$ cat src/rtl/sensor_pkg.sv
// Shared definitions for the sensor scan controller.
//   scan_state_t    : scan sequencer states
//   CH_MOIST/CH_TEMP: ADC channel select codes
//   *_TH_D          : default alert thresholds
package sensor_pkg;

    typedef enum logic [2:0] {
        IDLE      = 3'd0,
        REQ_MOIST = 3'd1,
        REQ_TEMP  = 3'd2,
        UPDATE    = 3'd3,
        WAIT      = 3'd4
    } scan_state_t;

    localparam logic CH_MOIST = 1'b0;
    localparam logic CH_TEMP  = 1'b1;

    localparam logic [7:0] MOIST_LOW_TH_D = 8'd30;
    localparam logic [7:0] TEMP_HIGH_TH_D = 8'd70;

endpackage

$ cat src/rtl/sensor_scan_controller_if.sv
// Request/acknowledge link to the shared 8-bit sensor ADC.
//   adc_req  : conversion request (controller -> ADC)
//   adc_ch   : channel select, stable while adc_req is high
//   adc_ack  : conversion done, adc_data valid in the same cycle
//   adc_data : conversion result
interface sensor_scan_controller_if;

    logic       adc_req;
    logic       adc_ch;
    logic       adc_ack;
    logic [7:0] adc_data;

    modport master (output adc_req, output adc_ch, input adc_ack, input adc_data);
    modport slave  (input adc_req, input adc_ch, output adc_ack, output adc_data);

endinterface

$ cat src/rtl/sensor_scan_controller_alert_debounce.sv
// Per-channel alert debouncer.
//   clk, rst_n   : clock, async active-low reset
//   sample_en    : a fresh sample of this channel is being judged this cycle
//   out_of_range : that sample violates its threshold
//   alert        : high once DEBOUNCE_N consecutive samples were out of range
module alert_debounce #(
    parameter int unsigned DEBOUNCE_N = 3
) (
    input  logic clk,
    input  logic rst_n,
    input  logic sample_en,
    input  logic out_of_range,
    output logic alert
);

    localparam int CW = $clog2(DEBOUNCE_N + 1);

    logic [CW-1:0] cnt;

    // Saturating run-length of out-of-range samples; any good sample restarts it.
    always_ff @(posedge clk or negedge rst_n) begin
        if (!rst_n) begin
            cnt <= '0;
        end else if (sample_en) begin
            if (!out_of_range)
                cnt <= '0;
            else if (cnt != CW'(DEBOUNCE_N))
                cnt <= cnt + CW'(1);
        end
    end

    assign alert = (cnt == CW'(DEBOUNCE_N));

endmodule

$ cat src/rtl/sensor_scan_controller.sv
// Periodic two-channel sensor scanner (moisture then IR temperature).
//   clk, rst_n      : clock, async active-low reset
//   enable          : scanning enabled
//   err_clr         : clears adc_timeout_err (a coincident timeout wins)
//   adc             : ADC request/ack link (master side)
//   moisture_level  : last good moisture sample
//   temp_IR         : last good temperature sample
//   sample_valid    : one-cycle pulse at scan completion
//   moisture_alert  : debounced low-moisture alert
//   temp_alert      : debounced over-temperature alert
//   adc_timeout_err : sticky, an ADC request went unanswered
module sensor_scan_controller
    import sensor_pkg::*;
#(
    parameter int unsigned SAMPLE_PERIOD = 64,
    parameter int unsigned TIMEOUT       = 16,
    parameter int unsigned DEBOUNCE_N    = 3,
    parameter logic [7:0]  MOIST_LOW_TH  = MOIST_LOW_TH_D,
    parameter logic [7:0]  TEMP_HIGH_TH  = TEMP_HIGH_TH_D
) (
    input  logic                      clk,
    input  logic                      rst_n,
    input  logic                      enable,
    input  logic                      err_clr,
    sensor_scan_controller_if.master  adc,
    output logic [7:0]                moisture_level,
    output logic [7:0]                temp_IR,
    output logic                      sample_valid,
    output logic                      moisture_alert,
    output logic                      temp_alert,
    output logic                      adc_timeout_err
);

    localparam int PW = $clog2(SAMPLE_PERIOD + 1);
    localparam int TW = $clog2(TIMEOUT + 1);

    scan_state_t   state;
    logic [PW-1:0] period_cnt;
    logic [TW-1:0] to_cnt;
    logic          got_moist;
    logic          got_temp;

    logic ack_hit;
    logic to_hit;
    logic start_scan;

    // Ack only counts while a request is outstanding.
    assign ack_hit = adc.adc_req & adc.adc_ack;
    // Last permitted request cycle passing without ack.
    assign to_hit  = adc.adc_req & ~adc.adc_ack & (to_cnt == TW'(TIMEOUT - 1));

    assign start_scan = enable & ((state == IDLE) | ((state == WAIT) & (period_cnt == '0)));

    always_ff @(posedge clk or negedge rst_n) begin
        if (!rst_n) begin
            state          <= IDLE;
            period_cnt     <= '0;
            to_cnt         <= '0;
            got_moist      <= 1'b0;
            got_temp       <= 1'b0;
            adc.adc_req    <= 1'b0;
            adc.adc_ch     <= CH_MOIST;
            moisture_level <= '0;
            temp_IR        <= '0;
        end else if (start_scan) begin
            state       <= REQ_MOIST;
            period_cnt  <= PW'(SAMPLE_PERIOD - 1);
            to_cnt      <= '0;
            got_moist   <= 1'b0;
            got_temp    <= 1'b0;
            adc.adc_req <= 1'b1;
            adc.adc_ch  <= CH_MOIST;
        end else begin
            if (state != IDLE)
                period_cnt <= period_cnt - PW'(1);
            case (state)
                REQ_MOIST: begin
                    if (ack_hit || to_hit) begin
                        if (ack_hit) begin
                            moisture_level <= adc.adc_data;
                            got_moist      <= 1'b1;
                        end
                        state       <= REQ_TEMP;
                        adc.adc_req <= 1'b0;
                        adc.adc_ch  <= CH_TEMP;
                        to_cnt      <= '0;
                    end else begin
                        to_cnt <= to_cnt + TW'(1);
                    end
                end
                REQ_TEMP: begin
                    // First cycle of this state is the mandatory idle gap
                    // between the two requests; the request rises after it.
                    if (!adc.adc_req) begin
                        adc.adc_req <= 1'b1;
                    end else if (ack_hit || to_hit) begin
                        if (ack_hit) begin
                            temp_IR  <= adc.adc_data;
                            got_temp <= 1'b1;
                        end
                        state       <= UPDATE;
                        adc.adc_req <= 1'b0;
                        adc.adc_ch  <= CH_MOIST;
                    end else begin
                        to_cnt <= to_cnt + TW'(1);
                    end
                end
                UPDATE: state <= WAIT;
                WAIT: begin
                    // Period boundary with enable low: park in IDLE.
                    if (period_cnt == '0) begin
                        state      <= IDLE;
                        period_cnt <= PW'(SAMPLE_PERIOD - 1);
                    end
                end
                default: state <= IDLE;
            endcase
        end
    end

    always_ff @(posedge clk or negedge rst_n) begin
        if (!rst_n)
            adc_timeout_err <= 1'b0;
        else if (to_hit)
            adc_timeout_err <= 1'b1;
        else if (err_clr)
            adc_timeout_err <= 1'b0;
    end

    assign sample_valid = (state == UPDATE);

    // Debounce judges the registered samples during UPDATE; a timed-out
    // channel gets no sample_en, so its history is left untouched.
    logic [1:0] ch_sample_en;
    logic [1:0] ch_oor;
    logic [1:0] ch_alert;

    assign ch_sample_en[CH_MOIST] = sample_valid & got_moist;
    assign ch_sample_en[CH_TEMP]  = sample_valid & got_temp;
    assign ch_oor[CH_MOIST]       = (moisture_level < MOIST_LOW_TH);
    assign ch_oor[CH_TEMP]        = (temp_IR > TEMP_HIGH_TH);

    for (genvar g = 0; g < 2; g++) begin : g_deb
        alert_debounce #(.DEBOUNCE_N(DEBOUNCE_N)) u_deb (
            .clk          (clk),
            .rst_n        (rst_n),
            .sample_en    (ch_sample_en[g]),
            .out_of_range (ch_oor[g]),
            .alert        (ch_alert[g])
        );
    end

    assign moisture_alert = ch_alert[CH_MOIST];
    assign temp_alert     = ch_alert[CH_TEMP];

endmodule
$ cat src/flat_wrapper.sv
// flat-port wrapper written by rule: the top's interface ports become plain ports
module sensor_scan_controller_flat import sensor_pkg::*;
#(
    parameter int unsigned SAMPLE_PERIOD = 64,
    parameter int unsigned TIMEOUT       = 16,
    parameter int unsigned DEBOUNCE_N    = 3,
    parameter logic [7:0]  MOIST_LOW_TH  = MOIST_LOW_TH_D,
    parameter logic [7:0]  TEMP_HIGH_TH  = TEMP_HIGH_TH_D
)
  (clk, rst_n, enable, err_clr, moisture_level, temp_IR, sample_valid, moisture_alert, temp_alert, adc_timeout_err, adc_adc_req, adc_adc_ch, adc_adc_ack, adc_adc_data);
  sensor_scan_controller_if adc_i ();
  input  logic clk;
  input  logic rst_n;
  input  logic enable;
  input  logic err_clr;
  output logic [7:0] moisture_level;
  output logic [7:0] temp_IR;
  output logic sample_valid;
  output logic moisture_alert;
  output logic temp_alert;
  output logic adc_timeout_err;
  output wire logic [$bits(adc_i.adc_req)-1:0] adc_adc_req;
  output wire logic [$bits(adc_i.adc_ch)-1:0] adc_adc_ch;
  input wire logic [$bits(adc_i.adc_ack)-1:0] adc_adc_ack;
  input wire logic [$bits(adc_i.adc_data)-1:0] adc_adc_data;
  assign adc_adc_req = adc_i.adc_req;
  assign adc_adc_ch = adc_i.adc_ch;
  assign adc_i.adc_ack = adc_adc_ack;
  assign adc_i.adc_data = adc_adc_data;
  sensor_scan_controller #(.SAMPLE_PERIOD(SAMPLE_PERIOD), .TIMEOUT(TIMEOUT), .DEBOUNCE_N(DEBOUNCE_N), .MOIST_LOW_TH(MOIST_LOW_TH), .TEMP_HIGH_TH(TEMP_HIGH_TH)) u_core (.clk(clk), .rst_n(rst_n), .enable(enable), .err_clr(err_clr), .adc(adc_i), .moisture_level(moisture_level), .temp_IR(temp_IR), .sample_valid(sample_valid), .moisture_alert(moisture_alert), .temp_alert(temp_alert), .adc_timeout_err(adc_timeout_err));
endmodule
$ cat config.mk
export PLATFORM = sky130hd
export DESIGN_NAME = sensor_scan_controller_flat
export DESIGN_NICKNAME = d
export VERILOG_FILES = /design/src/rtl/sensor_pkg.sv /design/src/rtl/sensor_scan_controller_if.sv /design/src/rtl/sensor_scan_controller_alert_debounce.sv /design/src/rtl/sensor_scan_controller.sv /design/src/flat_wrapper.sv
export SDC_FILE = /design/constraint.sdc
export NUM_CORES = 1
export LEC_CHECK = 0
export ABC_AREA = 1
export CORE_MARGIN = 2
export CORE_UTILIZATION = 30
export DETAILED_ROUTE_END_ITERATION = 8
export PLACE_DENSITY = 0.5
export SLEW_MARGIN = 15
export SYNTH_ARGS = -nofsm -noshare
export SYNTH_HDL_FRONTEND = slang
export SYNTH_SLANG_ARGS = --single-unit
$ cat constraint.sdc
create_clock -name clk -period 2.7 [get_ports clk]
set_clock_uncertainty 0.1 [all_clocks]
set_input_delay 0.405 -clock clk [delete_from_list [all_inputs] [get_ports clk]]
set_output_delay 0.405 -clock clk [all_outputs]
set_load 0.01 [all_outputs]
==> impl_metrics.tcl <==
set metrics [dict create \
    ys_seq_elements 40 \
    routed_wirelength_mm 3.89 \
    cts_setup_buffers 0 \
    die_w_um 83.7 \
    crit_required_ns 2.19 \
    slew_viol_final 0 \
    worst-path-stages 4 \
    cp-startpoint "u_core.state[0]$_DFFE_PN0P_" \
    setup_violations 0 \
    worstSetupPathType "flop to output port" \
    grt_use_total_pct 12.2 \
    diodes 0 \
    cp-start-kind "flop" \
    row_count 29 \
    io_pins 35 \
    ir_worst_vdd_v 0.000426 \
    cts.reportedPaths.clkPinSlew_ns 0.07 \
    p_int_mw 1.56 \
    die_h_um 83.7 \
    outcome "finished, final reports clean" \
    grt_max_degree 41 \
    drt_iter0_drc 97 \
    dieArea_sq_um 7010 \
    postLayoutCellArea_sq_um 2430 \
    maxCapViolations 0 \
    p_per_area_nw_per_um2 1060 \
    clk_latency_ns 0.29 \
    post-route-period-util_pct 77.9 \
    clock-sinks 40 \
    drive_above_1_share_pct 7.22 \
    drt_first_pass_iters 4 \
    yosys_warnings 0 \
    cp_cell_sequence "inv_1 -> nor3_1 -> buf_4 -> clkdlybuf4s50_1" \
    post-place-ws_ns 0.772 \
    crit_fanout 4 \
    via_per_inst 4.44 \
    clock_path_buffers 2 \
    synthCells 222 \
    postLayoutSetupSlackWorst_ns 0.596 \
    antenna_found_initial 0 \
    core_area_sq_um 6240 \
    share_comb_of_total_power_pct 44.3 \
    switchingPower_mw 1.02 \
    dp_hpwl_mm 2.77 \
    fin_setup_tns_ns 0 \
    portBuffers 34 \
    initial_utilization_pct 30.6 \
    reg2reg_to "u_core.to_cnt[4]$_DFFE_PN0P_" \
    cts_htree_levels 2 \
    layout_common_cells "nand2_1, dfrtp_1, clkdlybuf4s50_1, inv_1, o21ai_0" \
    ctsRootBufferMaster "clkbuf_8" \
    r2r_start "u_core.to_cnt[0]$_DFFE_PN0P_" \
    max_stage_delay_ns 0.53 \
    synth_area_per_cell_sq_um 8.59 \
    cp-endpoint "sample_valid" \
    synthDistinctLibCells 25 \
    syn_to_final_growth_pct 27.2 \
    vias 1508 \
    antenna_left 0 \
    grt_pass1_wl_mm 6.87 \
    power.leakage_nw 1.14 \
    crit_buf_inv 3 \
    final_common_cell "nand2_1" \
    postSynthNetCount 241 \
    switching_share_pct 39.5 \
    synthesis.area_sq_um 1910 \
    reg2reg_depth 9 \
    nNetsFinal 281 \
    drc 0 \
    relSlewSlack_pct 40.3 \
    ys_seq_area_share_pct 52.5 \
    ctsResizeCount 0 \
    max_freq_mhz 475 \
    placed_area_sq_um 2340 \
    numCtsBuffers 5 \
    hold_buffers 0 \
    grt_overflow 0 \
    max_slew.worst_pin.slew_ns 0.896 \
    pwr-share-clk_pct 15.8 \
    crit_family "buffers and inverters" \
    place_congestion 0.797 \
    seqPwrFrac_pct 39.9 \
    hold_viol 0 \
    arrival_ns 1.60 \
    avgRoutedWirePerCell_um 11.4 \
    reg2reg_slack_ns 0.76 \
    hp-class "input port to asynchronous set/reset pin" \
    rsz0062_at_grt "no" \
    grt_pass1_vias 1456 \
    worstSetupEndpointType "output port" \
    crit_slowest_cell "clkdlybuf4s50_1" \
    fin_crit_ns 2.10 \
    cts_tree "done" \
]
## layer usage
layer | GRT usage, % | vias up | wire length (um)
met5 | 0 | - | 0
met4 | 4.40 | 0 | 57
met3 | 4.35 | 5 | 227
met2 | 17.5 | 37 | 1600
met1 | 17.1 | 676 | 2010
li1 | - | 790 | -
## power by group through the flow
stage          sequential [mW]  clock (mW)  combinational, mW
2_1_floorplan             1.05           0              0.674
3_3_place_gp              1.03           0               1.16
3_5_place_dp              1.03           0               1.15
4_1_cts                   1.03       0.426               1.16
5_1_grt                   1.06       0.452               1.31
6_report                  1.03       0.408               1.14
## Yosys cell counts
| library cell | count | area share (%) |
|---|---|---|
| o32ai_1 | 1 | 0.46 |
| nor3_1 | 4 | 1.0 |
| nand2_1 | 67 | 13 |
| xnor2_1 | 3 | 1.4 |
| and3_1 | 1 | 0.33 |
| ha_1 | 6 | 3.9 |
| dfrtp_1 | 40 | 52 |
| o21a_1 | 1 | 0.39 |
| o21ai_0 | 20 | 5.2 |
| clkinv_2 | 1 | 0.26 |
| nand3_1 | 11 | 2.9 |
| nand4_1 | 2 | 0.66 |
| nand2_4 | 3 | 1.8 |
| xor2_1 | 2 | 0.92 |
| nand2_2 | 4 | 1.3 |
| o31ai_1 | 1 | 0.39 |
| o21ai_1 | 8 | 2.1 |
| nor2_1 | 7 | 1.4 |
| nand3b_1 | 3 | 1.2 |
| a21oi_1 | 3 | 0.79 |
| nor3_2 | 1 | 0.52 |
| buf_2 | 2 | 0.52 |
| o21ai_2 | 2 | 0.92 |
| inv_1 | 28 | 5.5 |
| o211ai_1 | 1 | 0.39 |
## sequential cells by signal, summed over array words and instances, names as in the netlist
| signal | flops |
|---|---|
| u_core.state | 3 |
| u_core.temp_IR | 8 |
| u_core.got_temp | 1 |
| u_core.got_moist | 1 |
| u_core.g_deb.u_deb.cnt | 4 |
| u_core.moisture_level | 8 |
| u_core.adc.adc_ch | 1 |
| u_core.adc.adc_req | 1 |
| u_core.to_cnt | 5 |
| u_core.adc_timeout_err | 1 |
| u_core.period_cnt | 7 |
## through the flow
| stage | instances | hold WS (ns) | power, mW | util, % |
|---|---|---|---|---|
| detailed placement | 332 | 0.370 | 2.19 | 37.4 |
| global placement | 332 | 0.361 | 2.19 | 37.4 |
| global route | 340 | 0.230 | 2.83 | 38.9 |
| CTS | 340 | 0.173 | 2.61 | 38.9 |
| floorplan | 222 | 0.00941 | 1.72 | - |
| finish | 340 | 0.132 | 2.57 | 38.9 |
## worst min-delay path by stage
stage,end,slack [ns],cells past startpoint
global route,u_core.to_cnt[2]$_DFFE_PN0P_,0.23,1
global placement,u_core.got_temp$_DFFE_PN0P_,0.36,2
CTS,u_core.to_cnt[2]$_DFFE_PN0P_,0.17,1
finish,u_core.to_cnt[2]$_DFFE_PN0P_,0.13,1
detailed placement,u_core.got_temp$_DFFE_PN0P_,0.37,2
floorplan,u_core.adc.adc_ch$_DFFE_PN0P_,0.009,0
## logic make-up after synthesis
| group | after synthesis | share of synthesized area [%] |
|---|---|---|
| AND/OR/NAND/NOR | 103 | 24.3 |
| adder cells (fa/ha/maj) | 6 | 3.94 |
| flip-flops | 40 | 52.5 |
| XOR/XNOR | 5 | 2.30 |
| AO/OA/AOI/OAI | 37 | 10.7 |
| buffers and inverters | 31 | 6.30 |
## worst register-to-register path, cell delays in order (launching register included)
cell	delay, ns
dfrtp_1	0.40
ha_1	0.23
and3_1	0.19
ha_1	0.17
inv_1	0.08
o21ai_2	0.09
o21ai_0	0.30
nand2_4	0.14
nand2_1	0.10
o21ai_2	0.05
## final cells by class
cell class	count	area [sq um]
fillers	653	3810
flip-flops and latches	40	1000
multi-input cells	151	786
repair buffers	35	343
inverters	29	110
well taps	77	96.3
clock buffers	8	90.1
(Power assumes the default switching activity.)
==> patch, RTL diff (same settings) <==
`SAMPLE_PERIOD` is set to 64 in 2 places; all go to 32.
--- a/src/rtl/sensor_scan_controller.sv
+++ b/src/rtl/sensor_scan_controller.sv
@@ -12,7 +12,7 @@
 module sensor_scan_controller
     import sensor_pkg::*;
 #(
-    parameter int unsigned SAMPLE_PERIOD = 64,
+    parameter int unsigned SAMPLE_PERIOD = 32,
     parameter int unsigned TIMEOUT       = 16,
     parameter int unsigned DEBOUNCE_N    = 3,
     parameter logic [7:0]  MOIST_LOW_TH  = MOIST_LOW_TH_D,
--- a/src/flat_wrapper.sv
+++ b/src/flat_wrapper.sv
@@ -1,7 +1,7 @@
 // flat-port wrapper written by rule: the top's interface ports become plain ports
 module sensor_scan_controller_flat import sensor_pkg::*;
 #(
-    parameter int unsigned SAMPLE_PERIOD = 64,
+    parameter int unsigned SAMPLE_PERIOD = 32,
     parameter int unsigned TIMEOUT       = 16,
     parameter int unsigned DEBOUNCE_N    = 3,
     parameter logic [7:0]  MOIST_LOW_TH  = MOIST_LOW_TH_D,
Formal check against the unedited RTL: no difference found for any inputs over 10 cycles, from zero or initial values and one cycle with rst_n low; that may be too few to reach the edited logic, so the function may still have changed.
==> patch against the unedited design <==
  * Final area rose by 0.31%
  * Sequential cell count shrank 1
  * Highest routed layer unchanged
  * Die area up 2.2%
  * Synthesized area grew 2.3%
  * Largest power group unchanged
  * Routed wire length is 0.36% higher
  * Power is 0.54% higher
  * Worst setup slack got worse by 60 ps
==> patch: results (changes against the unedited design) <==
metric	value	unit	change
peakVddDrop	0.371	mV	-13%
synth.yosys.seq_area_share	0.500		-0.0246
wl_met3	130	µm	-43%
finalPower	2590	µW	+0.54%
clock_area_frac	0.0350		-0.00217
worst_pin_slew	864	ps	-31.5 ps
seqPwrFrac	0.387		-0.012
nets	279		-0.71%
drtIter0Drc	68		-30%
track_usage	0.122		-0.000859
grt_first_pass_wirelength	7030	µm	+2.3%
synthTopCellsByCount	nand2_1 (69), dfrtp_1 (39), inv_1 (28), o21ai_2 (16), nand3_1 (11)		
hpwl	2810	µm	+1.4%
wl_met2	1790	µm	+12%
clock_buffer_count	6		-2
drive_gt1_frac	0.145		+0.0728
antenna_found_initial	0		unchanged
yosys-top-cells-area	dfrtp_1 (50%), nand2_1 (13%), o21ai_2 (7.2%), inv_1 (5.4%), ha_1 (3.2%)		
ys_types	26		+4.0%
placed_cells	331		-0.30%
sh_seq_area	0.401		-0.0116
nNonClkInverters	30		+3.4%
gp_congestion	0.774		-2.9%
postPlaceCellArea	2350	µm²	+0.54%
grt_max_degree	40		-2.4%
multi_input_area	828	µm²	+5.4%
m1WireLength	1940	µm	-3.4%
n_all_buffers	34		-2.9%
top_regs	u_core.moisture_level: 8 flops, u_core.temp_IR: 8 flops, u_core.period_cnt: 6 flops		
worstPathArrival	1660	ps	+60 ps
cts_sinks	39		-2.5%
grt_pass1_vias	1507		+3.5%
area_growth	24.8	%	
path_max_fanout	6		+2
dr_total_vias	1481		-1.8%
syn_area	1950	µm²	+2.3%
status	finished clean		
power_frac_clock	0.151		-0.007
final_cells	339		-0.29%
synth-compound-area-share	0.119		+0.0124
buf_share	0.138		-0.00352
synthArstFlopShare	1.00		unchanged
p_leak	0.00119	µW	+4.2%
met1_usage	0.169		-0.00202
fill_cells	691		+5.8%
wl_per_cell	11.5	µm	+0.66%
## patch: cell types whose count changed in the layout (fill, tap and decap cells not counted), sizes merged, moves of 2 or more
cell | unedited run | this run
xnor2 | 3 | 1
nor3 | 5 | 2
clkbuf | 8 | 6
nor2 | 7 | 10
inv | 28 | 30
nand2 | 74 | 77
## patch: path summary, 6_finish.rpt
check	from	endpoint	slack, ps	depth (start not counted)
min reg2reg	u_core.got_temp$_DFFE_PN0P_	u_core.got_temp$_DFFE_PN0P_	380	2
min	rst_n	u_core.period_cnt[4]$_DFF_PN0_	120	1
max	u_core.state[2]$_DFFE_PN0P_	sample_valid	540	4
min in group clk	u_core.got_temp$_DFFE_PN0P_	u_core.got_temp$_DFFE_PN0P_	380	2
max in group asynchronous	rst_n	u_core.temp_IR[0]$_DFFE_PN0P_	1830	1
max reg2reg	u_core.period_cnt[0]$_DFF_PN0_	u_core.to_cnt[0]$_DFFE_PN0P_	840	11
